[config.mk]
export PLATFORM = sky130hd
export DESIGN_NAME = rgb_pwm_fader
export DESIGN_NICKNAME = d
export VERILOG_FILES = /design/src/rtl/rgb_pwm_fader.sv
export SDC_FILE = /design/constraint.sdc
export NUM_CORES = 1
export LEC_CHECK = 0
export ABC_AREA = 1
export CORE_MARGIN = 1.5
export CORE_UTILIZATION = 42
export CTS_BUF_LIST = sky130_fd_sc_hd__clkbuf_16
export CTS_CLUSTER_SIZE = 10
export DETAILED_ROUTE_END_ITERATION = 10
export MAX_ROUTING_LAYER = met4
export SLEW_MARGIN = 20
export SYNTH_ARGS = -nofsm -noshare
export SYNTH_HDL_FRONTEND = slang
export SYNTH_SLANG_ARGS = --single-unit
[constraint.sdc]
create_clock -name clk -period 1.95 [get_ports clk]
set_input_delay 0.195 -clock clk [delete_from_list [all_inputs] [get_ports clk]]
set_output_delay 0.195 -clock clk [all_outputs]
set_load 0.01 [all_outputs]
[src/rtl/rgb_pwm_fader.sv]
// rgb_pwm_fader: fades one RGB channel at a time up and down with a PWM,
// cycling red -> green -> blue. The fade starts only after the PLL lock flag
// has been stable for LOCK_DELAY cycles. Losing lock returns everything to idle.
module rgb_pwm_fader #(
    parameter int unsigned PWM_BITS   = 8,
    parameter int unsigned STEP_DIV   = 65536,
    parameter int unsigned LOCK_DELAY = 1024
) (
    input  logic       clk,
    input  logic       rst,
    input  logic       pll_locked,
    output logic [2:0] rgb_leds,
    output logic [1:0] color_idx,
    output logic       running
);

    localparam int unsigned SW = (LOCK_DELAY > 1) ? $clog2(LOCK_DELAY) : 1;
    localparam int unsigned PW = $clog2(STEP_DIV);

    localparam logic [PWM_BITS-1:0] DUTY_MAX      = '1;
    localparam logic [PWM_BITS-1:0] DUTY_NEAR_TOP = DUTY_MAX - 1'b1;
    localparam logic [PWM_BITS-1:0] DUTY_ONE      = PWM_BITS'(1);
    localparam logic [SW-1:0]       SETTLE_LAST   = SW'(LOCK_DELAY - 1);
    localparam logic [PW-1:0]       PRESC_LAST    = PW'(STEP_DIV - 1);

    typedef enum logic [1:0] {
        StIdle,
        StSettle,
        StUp,
        StDown
    } state_t;

    state_t              state_q, state_d;
    logic                sync_meta;
    logic                lock_s;
    logic [SW-1:0]       settle_q, settle_d;
    logic [PW-1:0]       presc_q, presc_d;
    logic [PWM_BITS-1:0] duty_q, duty_d;
    logic [PWM_BITS-1:0] duty_act_q, duty_act_d;
    logic [PWM_BITS-1:0] pwm_cnt_q, pwm_cnt_d;
    logic [1:0]          color_q, color_d;
    logic [2:0]          leds_q, leds_d;
    logic                running_q;

    logic active;
    logic step;
    logic pwm_on;

    assign active = (state_q == StUp) || (state_q == StDown);
    assign step   = active && (presc_q == PRESC_LAST);
    assign pwm_on = active && (pwm_cnt_q < duty_act_q);

    // Two-flop synchronizer for the asynchronous PLL lock flag.
    always_ff @(posedge clk or posedge rst) begin
        if (rst) begin
            sync_meta <= 1'b0;
            lock_s    <= 1'b0;
        end else begin
            sync_meta <= pll_locked;
            lock_s    <= sync_meta;
        end
    end

    // Next-state logic for the FSM and the fade/PWM datapath.
    always_comb begin
        state_d    = state_q;
        settle_d   = settle_q;
        presc_d    = presc_q;
        duty_d     = duty_q;
        duty_act_d = duty_act_q;
        pwm_cnt_d  = pwm_cnt_q;
        color_d    = color_q;

        if (!lock_s) begin
            // Lock loss wins over everything: drop back to a clean idle.
            state_d    = StIdle;
            settle_d   = '0;
            presc_d    = '0;
            duty_d     = '0;
            duty_act_d = '0;
            pwm_cnt_d  = '0;
            color_d    = '0;
        end else begin
            unique case (state_q)
                StIdle: begin
                    state_d   = StSettle;
                    settle_d  = '0;
                    presc_d   = '0;
                    pwm_cnt_d = '0;
                end
                StSettle: begin
                    presc_d   = '0;
                    pwm_cnt_d = '0;
                    if (settle_q == SETTLE_LAST) begin
                        state_d = StUp;
                    end else begin
                        settle_d = settle_q + 1'b1;
                    end
                end
                StUp, StDown: begin
                    pwm_cnt_d = pwm_cnt_q + 1'b1;
                    presc_d   = step ? '0 : presc_q + 1'b1;
                    // Shadow load at the period boundary uses the pre-step duty.
                    if (pwm_cnt_q == DUTY_MAX) begin
                        duty_act_d = duty_q;
                    end
                    if (step) begin
                        if (state_q == StUp) begin
                            if (duty_q != DUTY_MAX) begin
                                duty_d = duty_q + 1'b1;
                            end
                            if (duty_q == DUTY_NEAR_TOP || duty_q == DUTY_MAX) begin
                                state_d = StDown;
                            end
                        end else begin
                            if (duty_q != '0) begin
                                duty_d = duty_q - 1'b1;
                            end
                            if (duty_q == DUTY_ONE || duty_q == '0) begin
                                state_d = StUp;
                                color_d = (color_q == 2'd2) ? 2'd0 : color_q + 2'd1;
                            end
                        end
                    end
                end
            endcase
        end
    end

    // Output decode: pull the selected channel low while the PWM is on.
    always_comb begin
        leds_d = 3'b111;
        if (pwm_on) begin
            case (color_q)
                2'd0:    leds_d[0] = 1'b0;
                2'd1:    leds_d[1] = 1'b0;
                default: leds_d[2] = 1'b0;
            endcase
        end
    end

    // State, datapath and registered outputs.
    always_ff @(posedge clk or posedge rst) begin
        if (rst) begin
            state_q    <= StIdle;
            settle_q   <= '0;
            presc_q    <= '0;
            duty_q     <= '0;
            duty_act_q <= '0;
            pwm_cnt_q  <= '0;
            color_q    <= '0;
            leds_q     <= 3'b111;
            running_q  <= 1'b0;
        end else begin
            state_q    <= state_d;
            settle_q   <= settle_d;
            presc_q    <= presc_d;
            duty_q     <= duty_d;
            duty_act_q <= duty_act_d;
            pwm_cnt_q  <= pwm_cnt_d;
            color_q    <= color_d;
            leds_q     <= leds_d;
            running_q  <= active;
        end
    end

    assign rgb_leds  = leds_q;
    assign color_idx = color_q;
    assign running   = running_q;

endmodule
==> summary.md <==
| Metric | Value |
|---|---|
| Final ANT Viol Nets | `0` |
| Vias in the first global route | `2,779` |
| Clock Path Buffers | `2` |
| RSZ-0062 raised after global routing | `no` |
| Num rows | `33` |
| Slew Limit Fails | `0` |
| Top cells by area, synth | `dfrtp_1, nand2_1, inv_1, nor2_1, ha_1` |
| Die Area | `9130 um2` |
| Worst rel slew slack | `0.609` |
| Switching power | `1.35 mW` |
| Sink Count | `60` |
| Met3 Use GR | `0.0287` |
| Finish-stage setup viols | `0` |
| Most frequent cells in the layout | `nand2_1, inv_1, dfrtp_1` |
| Die Ht | `95.5 um` |
| Total GRT Usage | `0.190` |
| Flop pwr share | `0.400` |
| Final WS setup | `0.189 ns` |
| Met1 usage | `0.252` |
| Clock power share | `0.349` |
| Placer congestion estimate | `0.866` |
| Met2 Track Usage GR | `0.289` |
| Count of warnings emitted by yosys | `0` |
| Arr. time, crit path | `1.97 ns` |
| Most common cell after layout, fill and taps aside | `nand2_1` |
| Drc violations | `0` |
| Drt initial violations | `124` |
| Fillers | `827` |
| Post-Syn Instances | `466` |
| CTS Hold Buffers Added | `0` |
| Clock Latency Late Sink | `0.33 ns` |
| Top-area cell type share of the netlist area | `0.397` |
| WS Path Type | `reg -> reg` |
| Die W | `95.5 um` |
| Antenna Cells | `0` |
| Ratio of cells with drive above 1 in the final layout | `0.115` |
| Multi-input gate area | `1770 um2` |
| Total I/O pin count | `9` |
| H-tree depth | `3` |
| Vias/cell | `4.95` |
| Clk slew on worst S/H paths | `0.05 ns` |
| Initial core utilization | `0.436` |
| Total congestion overflow | `0` |
| Largest net degree at the start of global routing | `27` |
| Pre-Repair DR Iteration Count | `4` |
| Req. time, crit path | `2.16 ns` |
| WL final | `7320 um` |
| Pwr/cell area | `963 nW/um2` |
| Cell variety after synth | `39` |
| Worst Setup End Kind | `flip-flop` |
| TritonCTS clock tree | `yes` |
| Core Box Area | `8260 um2` |
| Critical path peak fanout | `7` |
| Max Cap Viol | `0` |
| Sw Share | `0.348` |
| FF+latch area | `1510 um2` |
| Clock Tree Root | `clkbuf_16` |
| Fin crit share | `0.903` |
| Syn Area/Cell | `7.72 um2` |
| Vias | `2,923` |
| Dpl ws | `0.242 ns` |
| Mapped Area | `3600 um2` |
| Top Usage Layer GRT | `met2` |
| Post-CTS Setup Bufs | `0` |
| Initial antenna violation count | `0` |
| Dominant cell type by area after synthesis | `dfrtp_1` |
| Nets | `499` |
| Static Leak | `1.87 nW` |
| Fin. Hold Viols | `0` |
| Combinational Power Share | `0.251` |
| P_int | `2.54 mW` |
| First-pass GRT wire length | `12,900 um` |
| Drt wl/cell | `12.4 um` |
| Synthesized flop and latch total | `60` |
| Highest Clock Rate | `0.568 GHz` |
| Area Overhead vs Synth | `12.2%` |
| Detailed placer's ending HPWL | `5290 um` |
| Post-CTS sizing | `0` |
| Status | `complete, no violations` |
| Final Non-Filler Cells | `590` |
| Syn nets | `484` |
| IO buf count | `8` |
| TritonCTS Buffers | `9` |
| Worst-margin pin slew | `0.587 ns` |
| Hold Crit Class | `in -> async` |
| Post-Place Cells | `575` |
| Post-route setup TNS | `0 ns` |
| Tmin final | `1.76 ns` |
| Worst ir drop on vdd | `0.503 mV` |
| Register area share after synthesis | `0.418` |
| CP Launch Type | `flip-flop` |
| Skew final | `0.00652 ns` |
-- cell families (layout without fill, tap and decap cells) --
kind of cell | Yosys count | after routing | share of synthesized area
flops | 60 | 60 | 0.418
fa+ha+maj | 15 | 15 | 0.0522
xor+xnor | 11 | 11 | 0.0268
buf+inv | 72 | 91 | 0.0890
compound gates | 47 | 47 | 0.0755
simple gates | 261 | 261 | 0.338
-- Yosys cell counts --
cell type  instances
a21oi_1           12
nand4_1           15
xor2_1             8
nor2_2             7
nand3_1           31
nor2_4             4
inv_1             57
buf_4              5
nor3b_1            2
buf_6              4
nor3_2             1
nor2_1            51
nand3b_1           1
buf_2              1
dfrtp_1           57
nor3_4             1
nand3_2            4
xnor2_1            3
a21boi_1           1
a211oi_1           1
o31ai_1            1
nand4_4            1
inv_2              2
ha_1              15
clkbuf_1           2
o21ai_1            7
dfstp_2            3
nor3_1             7
a211oi_2           1
o21ai_2            4
clkinv_1           1
nand2_2            5
a21oi_2            1
nor3b_2            1
o211ai_1           1
nand2_1          128
or2_2              1
nand2_4            1
o21ai_0           18
-- layout make-up --
class                           count  share of cell area
Clock inverter                      6             0.00651
Sequential cell                    60               0.373
Inverter                           60              0.0558
Timing Repair Buffer               16              0.0378
Multi-Input combinational cell    334               0.439
Clock buffer                        9              0.0558
Tap cell                          105              0.0325
-- through the flow --
stage	utilization	total power, mW	area [um2]	hold slack [ns]
final	0.489	3.89	4040	0.246
after CTS	0.489	3.94	4040	0.274
after detailed placement	0.458	2.55	3790	0.336
after floorplan	-	2.37	3600	0.226
after global placement	0.458	2.53	3790	0.332
after global routing	0.489	4.14	4040	0.306
-- power by group through the flow --
stage | Clock, mW | Sequential (mW) | Combinational, mW
finish | 1.36 | 1.56 | 0.975
global route | 1.44 | 1.58 | 1.12
CTS | 1.40 | 1.56 | 0.983
detailed placement | 0 | 1.58 | 0.975
global placement | 0 | 1.57 | 0.960
floorplan | 0 | 1.44 | 0.923
-- flip-flops by register name, indices dropped and copies added, names as in the netlist --
name / cells
presc_q: 16
settle_q: 10
duty_act_q: 8
duty_q: 8
pwm_cnt_q: 8
rgb_leds: 3
color_idx: 2
state_q: 2
lock_s: 1
running: 1
sync_meta: 1
-- critical path: stages, from the launching register on --
cell and delay (ns):
dfrtp_1 0.46, clkinv_1 0.19, ha_1 0.25, or2_2 0.30, nand4_1 0.11, o21ai_0 0.11, nand2_1 0.14, o21ai_0 0.09
-- routing by layer --
metal,vias up,share of wire
met2,29,0.45
met1,1371,0.50
met4,0,0.017
met5,-,0
met3,7,0.029
li1,1516,-
-- final timing paths --
check	start	depth (start not counted)	to	slack (ns)
max reg2reg	duty_q[0]	7	color_idx[1]	0.19
min	rst	2	presc_q[13]	0.25
max in group asynchronous	rst	3	settle_q[8]	1.15
max	duty_q[0]	7	color_idx[1]	0.19
min in group clk	pll_locked	1	sync_meta	0.31
min reg2reg	sync_meta	0	lock_s	0.35
(Power assumes the default switching activity.)
